File: src/rtl/gpio_loop_tester_if.sv
// Register-file side of the GPIO loopback tester: run control in, results out.
// The pin-side pattern/loopback buses stay as plain ports on the tester.
interface gpio_loop_tester_if #(
  parameter int WIDTH = 12
);
  localparam int STEP_W = $clog2(2 * WIDTH) + 1;

  logic              start;
  logic [1:0]        mode;
  logic              busy;
  logic              done;
  logic              pass;
  logic [WIDTH-1:0]  fail_mask;
  logic [15:0]       err_count;
  logic              first_fail_valid;
  logic [STEP_W-1:0] first_fail_step;

  modport master (
    output start, mode,
    input  busy, done, pass, fail_mask, err_count, first_fail_valid, first_fail_step
  );

  modport slave (
    input  start, mode,
    output busy, done, pass, fail_mask, err_count, first_fail_valid, first_fail_step
  );
endinterface

File: src/rtl/gpio_loop_tester.sv
// Self-running continuity tester for looped-back GPIO pairs: walks a one and/or a
// zero across gp_out, compares the synchronised gp_in and accumulates per-bit failures.
module gpio_loop_tester #(
  parameter int WIDTH       = 12,
  parameter int SETTLE      = 16,
  parameter int SYNC_STAGES = 2
) (
  input  logic              clk,
  input  logic              reset,
  gpio_loop_tester_if.slave ctl,
  output logic [WIDTH-1:0]  gp_out,
  input  logic [WIDTH-1:0]  gp_in
);

  localparam int STEP_W = $clog2(2 * WIDTH) + 1;
  localparam int CNT_W  = $clog2(SETTLE + 2);

  typedef enum logic [1:0] {
    IDLE,
    RUN,
    DONE
  } state_t;

  state_t            state_q, state_d;
  logic [1:0]        mode_q, mode_d;
  logic [STEP_W-1:0] step_q, step_d;
  logic [CNT_W-1:0]  cnt_q, cnt_d;
  logic [WIDTH-1:0]  gp_out_q, gp_out_d;
  logic              busy_q, busy_d;
  logic              done_q, done_d;
  logic              pass_q, pass_d;
  logic [WIDTH-1:0]  fail_mask_q, fail_mask_d;
  logic [15:0]       err_count_q, err_count_d;
  logic              ffv_q, ffv_d;
  logic [STEP_W-1:0] ffs_q, ffs_d;

  logic [WIDTH-1:0]  sync_q [SYNC_STAGES];
  logic [WIDTH-1:0]  gp_sync;
  logic [WIDTH-1:0]  mis;
  logic [STEP_W-1:0] last_step;

  // Walk-1 sets bit s; walk-0 clears it. Steps past WIDTH are the walk-0 half of mode 1x.
  function automatic logic [WIDTH-1:0] pattern(input logic [1:0] m, input logic [STEP_W-1:0] s);
    logic [WIDTH-1:0] one_hot;
    int               bit_idx;
    logic             walk0;
    bit_idx = int'(s);
    walk0   = (m == 2'b01);
    if (bit_idx >= WIDTH) begin
      bit_idx = bit_idx - WIDTH;
      walk0   = 1'b1;
    end
    one_hot    = '0;
    one_hot[0] = 1'b1;
    one_hot    = one_hot << bit_idx;
    return walk0 ? ~one_hot : one_hot;
  endfunction

  // gp_in is asynchronous to clk; only the last stage is ever looked at.
  always_ff @(posedge clk) begin
    if (reset) begin
      for (int i = 0; i < SYNC_STAGES; i++) sync_q[i] <= '0;
    end else begin
      sync_q[0] <= gp_in;
      for (int i = 1; i < SYNC_STAGES; i++) sync_q[i] <= sync_q[i-1];
    end
  end

  assign gp_sync   = sync_q[SYNC_STAGES-1];
  // gp_out_q holds pattern(step_q) for the whole hold window, so it is the compare reference.
  assign mis       = gp_sync ^ gp_out_q;
  assign last_step = mode_q[1] ? STEP_W'(2 * WIDTH - 1) : STEP_W'(WIDTH - 1);

  always_comb begin
    // NOTE: every signal assigned below gets a default first so no path leaves it
    // unassigned; otherwise synthesis would infer a latch to hold the old value.
    state_d     = state_q;
    mode_d      = mode_q;
    step_d      = step_q;
    cnt_d       = cnt_q;
    gp_out_d    = gp_out_q;
    busy_d      = busy_q;
    done_d      = done_q;
    pass_d      = pass_q;
    fail_mask_d = fail_mask_q;
    err_count_d = err_count_q;
    ffv_d       = ffv_q;
    ffs_d       = ffs_q;

    unique case (state_q)
      IDLE, DONE: begin
        gp_out_d = '0;
        busy_d   = 1'b0;
        if (ctl.start) begin
          mode_d      = ctl.mode;
          step_d      = '0;
          cnt_d       = CNT_W'(SETTLE + 1);
          done_d      = 1'b0;
          pass_d      = 1'b0;
          fail_mask_d = '0;
          err_count_d = '0;
          ffv_d       = 1'b0;
          ffs_d       = '0;
          state_d     = RUN;
        end
      end

      RUN: begin
        busy_d = 1'b1;
        if (cnt_q != '0) begin
          // First RUN cycle loads step 0 onto the pins; later ones just hold it.
          cnt_d    = cnt_q - CNT_W'(1);
          gp_out_d = pattern(mode_q, step_q);
        end else begin
          fail_mask_d = fail_mask_q | mis;
          if (mis != '0) begin
            if (err_count_q != 16'hFFFF) err_count_d = err_count_q + 16'd1;
            if (!ffv_q) begin
              ffv_d = 1'b1;
              ffs_d = step_q;
            end
          end
          if (step_q == last_step) begin
            state_d  = DONE;
            busy_d   = 1'b0;
            gp_out_d = '0;
            done_d   = 1'b1;
            pass_d   = (fail_mask_d == '0);
          end else begin
            // Next pattern goes out on this same edge: no idle gap between steps.
            step_d   = step_q + STEP_W'(1);
            cnt_d    = CNT_W'(SETTLE);
            gp_out_d = pattern(mode_q, step_d);
          end
        end
      end

      default: state_d = IDLE;
    endcase
  end

  always_ff @(posedge clk) begin
    if (reset) begin
      state_q     <= IDLE;
      mode_q      <= '0;
      step_q      <= '0;
      cnt_q       <= '0;
      gp_out_q    <= '0;
      busy_q      <= 1'b0;
      done_q      <= 1'b0;
      pass_q      <= 1'b0;
      fail_mask_q <= '0;
      err_count_q <= '0;
      ffv_q       <= 1'b0;
      ffs_q       <= '0;
    end else begin
      state_q     <= state_d;
      mode_q      <= mode_d;
      step_q      <= step_d;
      cnt_q       <= cnt_d;
      gp_out_q    <= gp_out_d;
      busy_q      <= busy_d;
      done_q      <= done_d;
      pass_q      <= pass_d;
      fail_mask_q <= fail_mask_d;
      err_count_q <= err_count_d;
      ffv_q       <= ffv_d;
      ffs_q       <= ffs_d;
    end
  end

  assign gp_out               = gp_out_q;
  assign ctl.busy             = busy_q;
  assign ctl.done             = done_q;
  assign ctl.pass             = pass_q;
  assign ctl.fail_mask        = fail_mask_q;
  assign ctl.err_count        = err_count_q;
  assign ctl.first_fail_valid = ffv_q;
  assign ctl.first_fail_step  = ffs_q;

endmodule
File: src/flat_wrapper.sv
// flat-port wrapper written by rule: the top's interface ports become plain ports
module gpio_loop_tester_flat 
#(
  parameter int WIDTH       = 12,
  parameter int SETTLE      = 16,
  parameter int SYNC_STAGES = 2
)
  (clk, reset, gp_out, gp_in, ctl_start, ctl_mode, ctl_busy, ctl_done, ctl_pass, ctl_fail_mask, ctl_err_count, ctl_first_fail_valid, ctl_first_fail_step);
  gpio_loop_tester_if #(.WIDTH(WIDTH)) ctl_i ();
  input  logic clk;
  input  logic reset;
  output logic [WIDTH-1:0] gp_out;
  input  logic [WIDTH-1:0] gp_in;
  input wire logic [$bits(ctl_i.start)-1:0] ctl_start;
  input wire logic [$bits(ctl_i.mode)-1:0] ctl_mode;
  output wire logic [$bits(ctl_i.busy)-1:0] ctl_busy;
  output wire logic [$bits(ctl_i.done)-1:0] ctl_done;
  output wire logic [$bits(ctl_i.pass)-1:0] ctl_pass;
  output wire logic [$bits(ctl_i.fail_mask)-1:0] ctl_fail_mask;
  output wire logic [$bits(ctl_i.err_count)-1:0] ctl_err_count;
  output wire logic [$bits(ctl_i.first_fail_valid)-1:0] ctl_first_fail_valid;
  output wire logic [$bits(ctl_i.first_fail_step)-1:0] ctl_first_fail_step;
  assign ctl_i.start = ctl_start;
  assign ctl_i.mode = ctl_mode;
  assign ctl_busy = ctl_i.busy;
  assign ctl_done = ctl_i.done;
  assign ctl_pass = ctl_i.pass;
  assign ctl_fail_mask = ctl_i.fail_mask;
  assign ctl_err_count = ctl_i.err_count;
  assign ctl_first_fail_valid = ctl_i.first_fail_valid;
  assign ctl_first_fail_step = ctl_i.first_fail_step;
  gpio_loop_tester #(.WIDTH(WIDTH), .SETTLE(SETTLE), .SYNC_STAGES(SYNC_STAGES)) u_core (.clk(clk), .reset(reset), .ctl(ctl_i), .gp_out(gp_out), .gp_in(gp_in));
endmodule
File: config.mk
export PLATFORM = sky130hd
export DESIGN_NAME = gpio_loop_tester_flat
export DESIGN_NICKNAME = d
export VERILOG_FILES = /design/src/rtl/gpio_loop_tester_if.sv /design/src/rtl/gpio_loop_tester.sv /design/src/flat_wrapper.sv
export SDC_FILE = /design/constraint.sdc
export NUM_CORES = 1
export LEC_CHECK = 0
export CORE_AREA = 2 2 140 142
export DETAILED_ROUTE_END_ITERATION = 8
export DIE_AREA = 0 0 142 144
export PLACE_DENSITY = 0.48
export SETUP_SLACK_MARGIN = 0.15
export SLEW_MARGIN = 15
export SYNTH_ARGS = -nofsm -noshare
export SYNTH_HDL_FRONTEND = slang
export SYNTH_SLANG_ARGS = --single-unit
File: constraint.sdc
create_clock -name clk -period 5.3 [get_ports clk]
set_input_delay 1.06 -clock clk [delete_from_list [all_inputs] [get_ports clk]]
set_output_delay 1.06 -clock clk [all_outputs]
set_load 0.1 [all_outputs]
==> results of run 1 <==
critical path, delay by kind of cell (launching register included):
family | cells | cell delay, ns
adders and majority gates | 2 | 0.76
DFF | 1 | 0.65
and+or+nand+nor | 2 | 0.81
xor gates and xnor gates | 1 | 0.27
AOI/OAI and AO/OA | 3 | 0.94
layer usage:
layer	track usage (%)	routed length (µm)
met2	20.3	5790
met4	5.89	356
met5	0	0
met3	3.08	732
met1	17.2	6190
through the flow:
step | area (µm²) | utilization, % | hold slack, ns | instances | total power [mW]
finish | 5730 | 30.0 | 0.437 | 825 | 1.62
global route | 5730 | 30.0 | 0.459 | 825 | 1.70
CTS | 5730 | 30.0 | 0.441 | 825 | 1.65
detailed placement | 5440 | 28.5 | 0.424 | 809 | 1.02
global placement | 5440 | 28.5 | 0.424 | 809 | 1.01
floorplan | 4630 | - | 0.414 | 539 | 0.940
synthesized netlist by cell type (all sizes together) (2+ instances only):
master and instances:
dfxtp 89, nor2 60, a21oi 36, nand2 33, nor2b 31, xor2 30, nand3 25, clkbuf 22
a22oi 21, o21ai 16, buf 15, nand2b 12, and3 11, nand4 11, nor3 11, a21o 9
a211oi 8, inv 8, nor4 8, xnor2 8, a221oi 7, ha 7, or3 7, a211o 5
and2 5, a31oi 4, a2111oi 3, and4 3, a21boi 2, a22o 2, mux2i 2, nand3b 2
nand4b 2, o211ai 2, o31a 2, or2 2
logic make-up (layout without fill, tap and decap cells):
logic type / after synthesis / in the layout / synth area share, %
XOR/XNOR: 38 / 38 / 7.18
buffers and inverters: 45 / 93 / 4.37
multiplexers: 2 / 2 / 0.432
flip-flops: 89 / 89 / 38.4
AO/OA/AOI/OAI: 130 / 130 / 20.5
AND/OR/NAND/NOR: 228 / 228 / 27.2
adder cells (fa/ha/maj): 7 / 7 / 1.89
power by group through the flow:
stage	Combinational [mW]	Clock (mW)	Sequential, mW
5_1_grt	0.308	0.670	0.719
4_1_cts	0.287	0.643	0.715
2_1_floorplan	0.153	0	0.787
3_3_place_gp	0.284	0	0.730
6_report	0.285	0.622	0.716
3_5_place_dp	0.286	0	0.730
flip-flops by register name, summed over array words and instances (netlist names), 2 cells and up:
register and count:
u_core.cnt_q 5, u_core.ctl.err_count 16, u_core.ctl.fail_mask 12, u_core.ctl.first_fail_step 6, u_core.gp_out 12, u_core.mode_q 2, u_core.state_q 2, u_core.step_q 6
u_core.sync_q 24
final cells by class:
type	count	area (µm²)	area share (%)
Clock buffer	10	239	4.17
Tap cell	238	298	5.20
Timing Repair Buffer	69	678	11.8
Inverter	8	30.0	0.524
Multi-Input combinational cell	405	2650	46.3
Clock inverter	6	50.0	0.874
Sequential cell	89	1780	31.1
placed cells by master, fill, tap and decap left out, types with 4 or more instances in the layout:
cell type	netlist	final
clkdlybuf4s50_1	0	65
a21oi_2	4	4
a221oi_1	7	7
nand3_1	25	25
and2_1	4	4
or3_1	7	7
nand2b_4	4	4
xor2_1	30	30
clkbuf_16	0	9
and3_1	11	11
nand4_1	10	10
a31oi_1	4	4
xnor2_1	8	8
a21oi_1	32	32
o21ai_0	14	14
ha_1	7	7
nor2_1	58	58
nand2_1	33	33
nand2b_1	8	8
a211o_1	5	5
nor3_1	11	11
a21o_1	9	9
inv_1	8	8
nor4_1	7	7
a22oi_1	21	21
dfxtp_1	89	89
nor2b_1	31	31
a211oi_1	7	7
worst paths after layout:
kind	start	to	slack (ns)	depth (start not counted)
setup / recovery	u_core.step_q[0]	u_core.gp_out[0]	1.76	8
hold / removal	u_core.sync_q[0][0]	u_core.sync_q[0][12]	0.44	1
setup reg to reg	u_core.step_q[0]	u_core.gp_out[0]	1.76	8
hold reg to reg	u_core.sync_q[0][0]	u_core.sync_q[0][12]	0.44	1
==> flow_metrics.py, run 1 <==
metrics = {
    "synthesis": {
        "synth_seq_cells": 89,
        "synth_edf_count": 0,
        "ys_top_cells_by_area": "dfxtp_1 38%, xor2_1 5.7%, nor2_1 4.7%",
        "yosys_warnings": 0,
        "synthCells": 539,
        "async_reset_ff_share_pct": 0,
        "syn-cell-area_um2": 4630,
        "synth.top_cell.area_share_pct": 38.4,
        "yosys.area.top_type": "dfxtp_1",
        "ys.flop_type": "dfxtp_1",
        "syn_nets": 563,
        "ys_seq_area_share_pct": 38.4,
        "avgSynthCellArea_um2": 8.60,
        "synth.distinct_cells": 70,
    },
    "cells_and_area": {
        "drive_gt1_share_pct": 7.16,
        "final_nets": 606,
        "antenna_cells": 0,
        "syn_to_final_growth_pct": 23.6,
        "fillers": 1988,
    },
    "clock_network": {
        "cts_resized": 0,
        "cts_sinks": 89,
        "holdBufCountCts": 0,
        "clock-root-buffer": "clkbuf_16",
        "post_cts_buffers": 0,
        "cts_buffers": 9,
        "cts_tree": "built",
        "clk_latency_ns": 0.35,
        "clk_pin_slew_ns": 0.07,
        "cts_max_path_buffers": 2,
        "h-tree-depth": 3,
    },
    "timing": {
        "finalCriticalPeriod_ns": 3.54,
        "timing.final.crit_share_pct": 66.7,
        "drv_slew": 0,
        "fmax_mhz": 283,
        "fin_ws_ns": 1.76,
        "fin_tns_setup_ns": 0,
        "finalSetupViolCount": 0,
        "slew_headroom_pct": 24.8,
        "clock-skew-final_ns": 0.0108,
        "worst_pin_slew_ns": 1.13,
        "rsz0062_at_grt": "false",
        "hold_viol": 0,
    },
    "grt": {
        "grt_start_max_net_pins": 40,
        "grt_pass1_wl_um": 20800,
        "grt_pass1_vias": 3924,
        "grt.total_usage_pct": 13.0,
        "gr-total-overflow": 0,
        "antenna_found_initial": 0,
    },
    "routing": {
        "wl_um": 13100,
        "drtAntennaViolNets": 0,
        "drtPass1Iterations": 7,
        "drc": 0,
        "vias_per_cell": 5.00,
        "wl_per_cell_um": 15.8,
        "drt_iter0_drc": 353,
        "via_count": 4125,
    },
    "die": {
        "die_w_um": 142,
        "dieArea_um2": 20400,
        "io_pins": 67,
        "die_h_um": 144,
        "rows": 51,
        "core_area_um2": 19100,
        "start_util_pct": 24.3,
    },
    "power_and_ir_drop": {
        "p_clk_share_pct": 38.3,
        "power_frac_seq_pct": 44.1,
        "p_switching_mw": 0.504,
        "p_leak_nw": 2.11,
        "p_int_mw": 1.12,
        "power.density_nw_per_um2": 283,
        "ir_worst_vdd_v": 0.000148,
        "comb_power_share_pct": 17.6,
        "swShare_pct": 31.1,
    },
    "run_status": {
        "outcome": "finished, final reports clean",
    },
    "setup_path": {
        "crit_path_end_kind": "register",
        "slowest_delay_ns": 0.65,
        "path_max_fanout": 18,
        "required_ns": 5.53,
        "crit_type": "reg2reg",
        "critPathSlowestCell": "dfxtp_1",
        "arrival_ns": 3.77,
        "cp_cell_sequence": "ha_1 -> xor2_1 -> ha_1 -> a21oi_1 -> and3_1 -> and3_1 -> a221oi_1 -> a2111oi_1",
        "cp-start-kind": "register",
    },
    "placement": {
        "dpl.hpwl_um": 9460,
        "gp_congestion": 0.844,
        "portBuffers": 66,
        "pre_cts_slack_ns": 1.76,
    },
    "run": {
        "drv_cap": 0,
    },
    "hold_path": {
        "hold_path_class": "reg2reg",
    },
}
Note: power is estimated with default switching activity, not from simulation.
==> inputs of run 2 (changes only) <==
PLACE_DENSITY = 0.5   (was 0.48)
clock period = 3.1 ns   (was 5.3 ns; I/O delays follow)
==> run 2 against run 1 <==
Non-clock buffer count increased by 19; via count increased by 2.7%; die area unchanged; combinational power increased by 80%.
==> flow_metrics.py, run 2 (same netlist as run 1, synthesis figures left out) <==
metrics = {
    "timing": {
        "clock-skew-final_ns": 0.00980,
        "rsz0062_at_grt": "false",
        "slew_headroom_pct": 24.6,
        "finalSetupViolCount": 0,
        "timing.final.crit_share_pct": 88.7,
        "drv_slew": 0,
        "hold_viol": 0,
        "finalCriticalPeriod_ns": 2.75,
        "fin_tns_setup_ns": 0,
        "fmax_mhz": 364,
        "worst_pin_slew_ns": 1.13,
    },
    "routing": {
        "drtAntennaViolNets": 0,
        "drt_iter0_drc": 295,
        "wl_per_cell_um": 15.8,
        "via_count": 4237,
        "drc": 0,
        "vias_per_cell": 5.02,
        "wl_um": 13400,
        "drtPass1Iterations": 5,
    },
    "clock_network": {
        "clk_pin_slew_ns": 0.08,
        "cts_max_path_buffers": 2,
        "clk_latency_ns": 0.35,
        "h-tree-depth": 3,
        "cts_sinks": 89,
        "cts_tree": "built",
        "clock-root-buffer": "clkbuf_16",
        "holdBufCountCts": 0,
        "cts_buffers": 9,
    },
    "run": {
        "drv_cap": 0,
    },
    "setup_path": {
        "cp_top_family": "compound AO/OA/AOI/OAI gates",
        "required_ns": 3.33,
        "path_max_fanout": 10,
        "critPathSlowestCell": "a2111oi_1",
        "arrival_ns": 2.98,
        "cp_common_cell": "ha_1",
        "cp-start-kind": "register",
        "slowest_delay_ns": 0.41,
        "cp_cell_sequence": "ha_1 -> xor2_1 -> ha_1 -> nand4_1 -> o21ai_2 -> a211oi_1 -> buf_4 -> a21o_1 -> a2111oi_1",
        "worst-path-buf-inv": 1,
        "crit_type": "reg2reg",
        "crit_path_end_kind": "register",
    },
    "power_and_ir_drop": {
        "p_int_mw": 1.92,
        "power.density_nw_per_um2": 493,
        "swShare_pct": 32.5,
        "ir_worst_vdd_v": 0.000241,
        "p_switching_mw": 0.923,
        "comb_power_share_pct": 18.1,
        "p_leak_nw": 2.31,
        "p_clk_share_pct": 39.1,
        "power_frac_seq_pct": 42.9,
    },
    "die": {
        "io_pins": 67,
        "start_util_pct": 24.3,
        "die_h_um": 144,
        "die_w_um": 142,
        "core_area_um2": 19100,
        "rows": 51,
        "dieArea_um2": 20400,
    },
    "cells_and_area": {
        "drive_gt1_share_pct": 18.8,
        "layout_commonest_cell": "dfxtp_1",
        "largest_reg_flops": 24,
        "mostFrequentLayoutCells": "88 x dfxtp_1, 72 x buf_4, 58 x nor2_1",
        "regMostFlops": "u_core.sync_q",
        "antenna_cells": 0,
        "syn_to_final_growth_pct": 24.4,
        "final_nets": 625,
        "layout.cells.non_filler": 844,
    },
    "grt": {
        "gr-total-overflow": 0,
        "grt.total_usage_pct": 13.1,
        "grt_start_max_net_pins": 44,
        "grt_pass1_wl_um": 21000,
        "antenna_found_initial": 0,
        "grt_pass1_vias": 3906,
    },
    "placement": {
        "dp.cells": 828,
        "portBuffers": 66,
        "gp_congestion": 0.892,
        "dpl.hpwl_um": 9790,
    },
    "hold_path": {
        "hold_path_class": "reg2reg",
    },
    "run_status": {
        "outcome": "finished, final reports clean",
    },
}
-- run 2: metal layers --
layer  share of wire, %  GRT usage, %  wire length [µm]  up-vias
met4                2.0          4.26               270        0
met3                6.2          3.41               826       20
met5                  0             0                 0        -
met2                 43          19.7              5800      136
met1                 48          18.1              6470     2021
li1                   -             -                 -     2060
-- run 2: power by group through the flow --
stage          combinational (mW)  clock (mW)  sequential, mW
6_report                    0.513        1.11            1.22
3_5_place_dp                0.510           0            1.25
3_3_place_gp                0.506           0            1.24
5_1_grt                     0.550        1.19            1.22
4_1_cts                     0.513        1.14            1.22
2_1_floorplan               0.262           0            1.35
-- run 2: final timing paths --
path                            start                    to  slack (ns)  cells after the start
setup / recovery     u_core.step_q[0]      u_core.gp_out[2]        0.35                      9
hold / removal    u_core.sync_q[0][5]  u_core.sync_q[0][17]        0.44                      1
setup reg to reg     u_core.step_q[0]      u_core.gp_out[2]        0.35                      9
hold reg to reg   u_core.sync_q[0][5]  u_core.sync_q[0][17]        0.44                      1
-- run 2: per-stage QoR --
stage	worst slack (ns)	power (mW)	instance area, µm²	hold WS, ns	utilization (%)
CTS	0.237	2.87	5750	0.445	30.2
global route	0.173	2.97	5770	0.457	30.2
detailed placement	0.301	1.76	5460	0.428	28.6
finish	0.350	2.84	5770	0.437	30.2
global placement	0.375	1.75	5460	0.418	28.6
floorplan	0.182	1.61	4630	0.414	-
-- run 2: repair_timing --
action | 4_1_cts | 5_1_grt
gates resized for setup | 0 | 3
setup buffers | 0 | 0
endpoints found under the setup margin | 0 | 8
-- run 2: final cells by class --
cell class / count / area (µm²)
Clock buffer: 9 / 225
Clock inverter: 7 / 73.8
Fill cell: 1998 / 13300
Inverter: 8 / 30.0
Multi-Input combinational cell: 405 / 2660
Sequential cell: 89 / 1780
Tap cell: 238 / 298
Timing Repair Buffer: 88 / 696
-- run 2: worst reg2reg max path: stages, from the launching register on --
cell       delay [ns]
dfxtp_1          0.36
ha_1             0.37
xor2_1           0.28
ha_1             0.29
nand4_1          0.12
o21ai_2          0.32
a211oi_1         0.13
buf_4            0.17
a21o_1           0.17
a2111oi_1        0.41
==> inputs of run 3 (changes only) <==
CORE_AREA = 2 2 196 102   (was 2 2 140 142)
DIE_AREA = 0 0 198 104   (was 0 0 142 144)
REMOVE_ABC_BUFFERS = 1   (was not set)
==> run 3 against run 2 <==
Die area is 0.70% higher; non-clock buffer count is 2 higher; first-iteration DRC count is 4.1% higher; final cell count is 3.6% higher.
==> flow_metrics.py, run 3 (same netlist as run 1, synthesis figures left out) <==
metrics = {
    "routing": {
        "drc": 0,
        "drtAntennaViolNets": 0,
        "drt_iter0_drc": 307,
        "vias_per_cell": 4.92,
        "wl_um": 14500,
        "drtPass1Iterations": 4,
        "wl_per_cell_um": 16.6,
        "via_count": 4302,
    },
    "setup_path": {
        "r2r_slack_ns": 0.37,
        "cp-start-kind": "register",
        "slowest_delay_ns": 0.55,
        "critPathSlowestCell": "dfxtp_1",
        "crit_path_end_kind": "register",
        "cp_common_cell": "ha_1",
        "cp_top_family": "compound AO/OA/AOI/OAI gates",
        "worst-path-buf-inv": 0,
        "arrival_ns": 2.96,
        "crit_type": "reg2reg",
        "rr_startpoint": "u_core.step_q[1]",
        "required_ns": 3.34,
        "critical_path.startpoint": "u_core.step_q[1]",
        "path_max_fanout": 10,
        "cp_cell_sequence": "ha_1 -> xor2_1 -> ha_1 -> a21oi_2 -> nand4b_1 -> a211oi_4 -> a21oi_1 -> a211o_1",
    },
    "clock_network": {
        "h-tree-depth": 3,
        "cts_max_path_buffers": 2,
        "cts_sinks": 89,
        "clk_latency_ns": 0.34,
        "clock-root-buffer": "clkbuf_16",
        "holdBufCountCts": 0,
        "cts_buffers": 9,
        "post_cts_buffers": 0,
        "cts_tree": "built",
        "clk_pin_slew_ns": 0.06,
    },
    "die": {
        "start_util_pct": 24.4,
        "die_w_um": 198,
        "die_h_um": 104,
        "dieArea_um2": 20600,
        "rows": 36,
        "core_area_um2": 19000,
        "io_pins": 67,
    },
    "timing": {
        "clock-skew-final_ns": 0.00560,
        "fin_tns_setup_ns": 0,
        "drv_slew": 0,
        "timing.final.crit_share_pct": 88.0,
        "worst_pin_slew_ns": 0.767,
        "slew_headroom_pct": 48.7,
        "finalSetupViolCount": 0,
        "finalCriticalPeriod_ns": 2.73,
        "fmax_mhz": 367,
        "rsz0062_at_grt": "false",
        "hold_viol": 0,
    },
    "placement": {
        "dp.cells": 858,
        "portBuffers": 66,
        "gp_congestion": 0.874,
        "dpl.hpwl_um": 11200,
    },
    "hold_path": {
        "hold_path_class": "reg2reg",
        "hp-start": "u_core.sync_q[0][6]",
    },
    "cells_and_area": {
        "layout.cells.non_filler": 874,
        "mostFrequentLayoutCells": "88 x dfxtp_1, 74 x buf_4, 58 x nor2_1",
        "largest_reg_flops": 24,
        "drive_gt1_share_pct": 19.2,
        "multi_input_area_um2": 2670,
        "syn_to_final_growth_pct": 25.4,
        "regMostFlops": "u_core.sync_q",
        "fillers": 1997,
        "final_nets": 627,
        "fin_util_pct": 30.6,
        "seq_area_um2": 1780,
        "antenna_cells": 0,
        "layout_commonest_cell": "dfxtp_1",
    },
    "run_status": {
        "outcome": "finished, final reports clean",
    },
    "grt": {
        "grt_pass1_vias": 3972,
        "grt.total_usage_pct": 14.5,
        "grt_pass1_wl_um": 23000,
        "grt_start_max_net_pins": 68,
        "gr-total-overflow": 0,
        "antenna_found_initial": 1,
    },
    "power_and_ir_drop": {
        "p_leak_nw": 2.31,
        "ir_worst_vdd_v": 0.000280,
        "power.density_nw_per_um2": 478,
    },
    "run": {
        "drv_cap": 0,
    },
}
-- run 3: report_power, final --
group          internal [mW]  total (mW)  switching (mW)
combinational          0.167       0.522           0.355
sequential              1.19        1.22          0.0391
clock                  0.586        1.03           0.448
total                   1.94        2.78           0.842
-- run 3: cell type report --
class | instances | area share, %
inverters | 8 | 0.517
clock inverters | 4 | 0.474
multi-input cells | 405 | 46.0
flip-flops and latches | 89 | 30.7
repair buffers | 90 | 12.2
clock buffers | 12 | 4.41
well taps | 266 | 5.73
-- run 3: routing by layer --
layer	routed length (µm)	vias to the layer above	global-route usage, %
met3	1340	11	5.06
met1	8060	2066	23.9
met4	64	2	2.15
met2	5060	161	17.1
li1	-	2062	-
met5	14	-	0
-- run 3: per-stage QoR --
stage	setup slack, ns	power (mW)	hold slack, ns	instance area [µm²]
finish	0.373	2.78	0.436	5810
global route	0.159	2.90	0.456	5810
CTS	0.262	2.80	0.440	5790
detailed placement	0.266	1.76	0.424	5510
global placement	0.345	1.76	0.422	5510
floorplan	0.0997	1.58	0.414	4460
-- run 3: worst reg2reg max path: cells and delay by family (launching register included) --
family | cells | cell delay [ns]
adders and majority gates | 2 | 0.60
and+or+nand+nor | 1 | 0.22
AOI/OAI and AO/OA | 4 | 1.13
xor gates and xnor gates | 1 | 0.13
DFF | 1 | 0.55
-- run 3: what timing repair did --
item                                   in CTS  in global routing
gates resized for setup                     0                  6
endpoints found under the hold margin       0                  0
setup endpoints to repair                   0                 13
-- run 3: path summary, 6_finish.rpt --
| check | endpoint | depth (start not counted) |
|---|---|---|
| hold / removal | u_core.sync_q[0][18] | 1 |
| setup / recovery | u_core.gp_out[9] | 8 |
| hold reg to reg | u_core.sync_q[0][18] | 1 |
| setup reg to reg | u_core.gp_out[9] | 8 |
